**config.mk**
```make
export PLATFORM = sky130hd
export DESIGN_NAME = rep1_flat
export DESIGN_NICKNAME = d
export VERILOG_FILES = /design/src/rtl/rep1_if.sv /design/src/rtl/rep1.sv /design/src/flat_wrapper.sv
export SDC_FILE = /design/constraint.sdc
export NUM_CORES = 1
export LEC_CHECK = 0
export BUFFER_PORTS_ARGS = -buffer_cell sky130_fd_sc_hd__buf_4
export CORE_MARGIN = 2
export CORE_UTILIZATION = 29
export DETAILED_ROUTE_END_ITERATION = 6
export GPL_TIMING_DRIVEN = 0
export PLACE_DENSITY = 0.76
export SYNTH_ARGS = -nofsm -noshare
export SYNTH_HDL_FRONTEND = slang
export SYNTH_SLANG_ARGS = --single-unit
```
**constraint.sdc**
```tcl
create_clock -name clk -period 0.8 [get_ports clk]
set_input_delay 0.04 -clock clk [delete_from_list [all_inputs] [get_ports clk]]
set_output_delay 0.04 -clock clk [all_outputs]
set_load 0.02 [all_outputs]
```
**src/rtl/rep1_if.sv**
```systemverilog
// Byte-replication bus: the source drives the byte, rep1 returns the replicated word.
interface rep1_if #(
  parameter int IN_W = 8,
  parameter int REP  = 4
);
  logic [IN_W-1:0]     in;
  logic [IN_W*REP-1:0] out;

  modport master (output in, input out);
  modport slave  (input in, output out);
endinterface

```
**src/rtl/rep1.sv**
```systemverilog
// Byte-replication register: out <= {REP{in}} on every rising edge, sync active-high reset.
module rep1 #(
  parameter int IN_W = 8,
  parameter int REP  = 4
) (
  input logic   clk,
  input logic   rst,
  rep1_if.slave bus
);
  localparam int OUT_W = IN_W * REP;

  if (REP < 1 || IN_W < 1) begin : g_param_check
    $error("rep1: IN_W and REP must both be >= 1 (IN_W=%0d REP=%0d)", IN_W, REP);
  end

  logic [OUT_W-1:0] rep;

  for (genvar k = 0; k < REP; k++) begin : g_lane
    assign rep[k*IN_W +: IN_W] = bus.in;
  end

  always_ff @(posedge clk) begin
    if (rst) bus.out <= '0;
    else     bus.out <= rep;
  end
endmodule

```
**src/flat_wrapper.sv**
```systemverilog
// flat-port wrapper written by rule: the top's interface ports become plain ports
module rep1_flat 
#(
  parameter int IN_W = 8,
  parameter int REP  = 4
)
  (clk, rst, bus_in, bus_out);
  rep1_if #(.IN_W(IN_W), .REP(REP)) bus_i ();
  input logic clk;
  input logic rst;
  input wire logic [$bits(bus_i.in)-1:0] bus_in;
  output wire logic [$bits(bus_i.out)-1:0] bus_out;
  assign bus_i.in = bus_in;
  assign bus_out = bus_i.out;
  rep1 #(.IN_W(IN_W), .REP(REP)) u_core (.clk(clk), .rst(rst), .bus(bus_i));
endmodule
```
; ---- Word-level counts from Yosys, hierarchy flattened
; Cells that the tools add are included.
; Widths: inputs -> output; s select.
[totals]
ff_bits = 32
output_inout_bits = 32
word_cells = 1

; ---- Logic depth before layout (Yosys ltp)
[logic_depth]
ltp_word = 0
depth_mapped = 1
ltp_nobuf = 1

; ---- Least setup slack after synthesis
; OpenSTA, ideal clock, no wires.
[synth_path]
kind = reg2out
startpoint = register, netlist name u_core.bus.out[26]
endpoint = output port bus_out[10]
arrival_ns = 0.640
required_ns = 0.760
setup_slack_ns = 0.120
path_stages_with_launch = 2
cell_sequence = dfxtp_1 buf_4
[synth_rtl]
columns = item, line
row1 = "end, declared", flat_wrapper.sv:12  ; output wire logic [$bits(bus_i.out)-1:0] bus_out;

==> run summary <==
Reg area: 190 µm²
Fmax achieved: 1120 MHz
crit-path max FO: 4
CP required: 0.76 ns
Worst Tran Pin Value: 0.131 ns
layout cells sized above 1: 85.4%
PortBufs: 41
LEAKAGE: 0.506 nW
CP top delay family: flip-flops
Clock Pin Slew Worst Setup and Hold Paths: 0.05 ns
most frequent cell after synthesis: buf_4
Max-slew headroom: 91.3%
Synth top cells by count: 24 x buf_4, 8 x dfxtp_1, 8 x nor2b_1
DRT iter0 DRCs: 1
synthesis-stage register bit count: 8
violated checks: setup timing
post-route design area: 1020 µm²
Nets: 101
post-DP HPWL: 718 µm
total vias in the final route: 390
synth top area cells: buf_4 46%, dfxtp_1 41%, nor2b_1 13%
GRT Util Overall: 13.6%
setup TNS: -1.92 ns
H-tree levels: 1
Ports: 42
FFs w/ async S/R, synth: 0%
largest net degree at the start of global routing: 9
Synth Flop Type: dfxtp_1
drt wl/cell: 10.9 µm
largest registers: u_core.bus.out: 8 flops
CTS buffer count: 3
antenna viol nets, final: 0
max_cap viols: 0
CP startpoint kind: flop
vias in the first global route: 323
CP Buf/Inv Count: 2
fin. max-slew vios: 0
Crit-path slowest cell: dfxtp_4
critical-path cell list: buf_4 > buf_6
hold crit path type: primary input to flop
Netlist Area Pre-Place: 390 µm²
P&R area growth vs syn: 161%
Initial Utilization: 30.4%
CP peak stage delay: 0.35 ns
PD cells: 1220 nW/µm²
RSZ-0062 raised after global routing: yes
Synth top area share: 46.2%
max FFs per register: 8
sequential-to-total area share from yosys stat: 41.0%
Hold Violations, Final: 0
die height: 40.7 µm
Distinct cells, synth: 3
Largest Register: u_core.bus.out
Final WS setup: -0.0944 ns
first-pass GRT wire length: 1.36 mm
# DRC: 0
DR pass1 iterations: 2
clk buf depth: 2
Tcrit/Tclk final: 112%
Multi-input gate area: 50.0 µm²
Post-Route WL: 1.13 mm
row count: 13
Die ar.: 1660 µm²
gp weighted congestion: 0.493
Setup crit end kind: output port
dominant cell type by area after synthesis: buf_4
clk sinks: 8
Synth Area per Inst: 9.76 µm²
CTS tree: built
Root Buffer: clkbuf_4
WP data arrival: 0.85 ns
GR Overflow Total: 0
antenna fix cells: 0
final setup fails: 24
initial antenna violation count: 0
Post-synth EDFFs: 0
Mapped Cells: 40
outcome: complete, but fails checks
core footprint: 1280 µm²
YS warnings: 0
kind of critical path: flop to output port
fill cell count: 79
placed instance area: 717 µm²
hold slack: 0.00351 ns
Worst VDD drop: 0.000786 V
post-route minimum period: 0.894 ns
postcts setup bufs: 0
die width: 40.7 µm
Via density: 3.75
Syn Nets: 50
[cell families (layout without fill, tap and decap cells)]
| logic type | Yosys count | after routing | synth area share, % |
|---|---|---|---|
| simple gates | 8 | 8 | 12.8 |
| flops | 8 | 8 | 41.0 |
| buf+inv | 24 | 73 | 46.2 |
[final timing paths]
kind	start	to	slack [ns]	cells after the start
setup / recovery	u_core.bus.out[30]	bus_out[22]	-0.09	2
hold / removal	bus_in[7]	u_core.bus.out[23]	0.004	2
[area by class of cell]
class                      instances  share of cell area [%]
tap                               15                    1.84
timing repair buffer              46                    46.6
sequential                         8                    18.7
multi-input combinational          8                    4.91
buffer                            24                    25.8
clock buffer                       3                    2.21
[where the power goes]
part           internal, mW  leakage [nW]  total (mW)  switching (mW)
Clock                 0.171        0.0138       0.296           0.125
Sequential            0.411        0.0713       0.448          0.0373
Combinational         0.312         0.420       0.497           0.185
Total                 0.894         0.506        1.24           0.348
[metal layers]
layer	vias up	global-route usage (%)	share of wire, %
li1	194	-	-
met1	171	10.3	25
met3	2	3.80	4.7
met4	0	7.50	1.7
met2	23	29.0	68
met5	-	0	0
[metrics by stage]
step                      utilization, %  setup slack (ns)  power [mW]  instances
after floorplan                        -             0.120       0.659         40
after global placement              55.8             0.159       0.823         96
after detailed placement            55.8             0.123       0.829         96
after CTS                           75.6           -0.0825        1.23        104
after global routing                79.3            -0.114        1.30        104
final                               79.3           -0.0944        1.24        104
[layout by cell type (no fill, tap or decap)]
master and instances:
buf_4 12, clkbuf_4 3, dlygate4sd3_1 5, dfxtp_4 8
buf_6 53, nor2b_1 8
[timing repair]
action / in CTS / in global routing
endpoints found under the setup margin: 32 / 31
hold buffers: 5 / 0
endpoints found under the hold margin: 8 / 0
gates resized for setup: 55 / 14
Power figures use the tool's default switching activity.
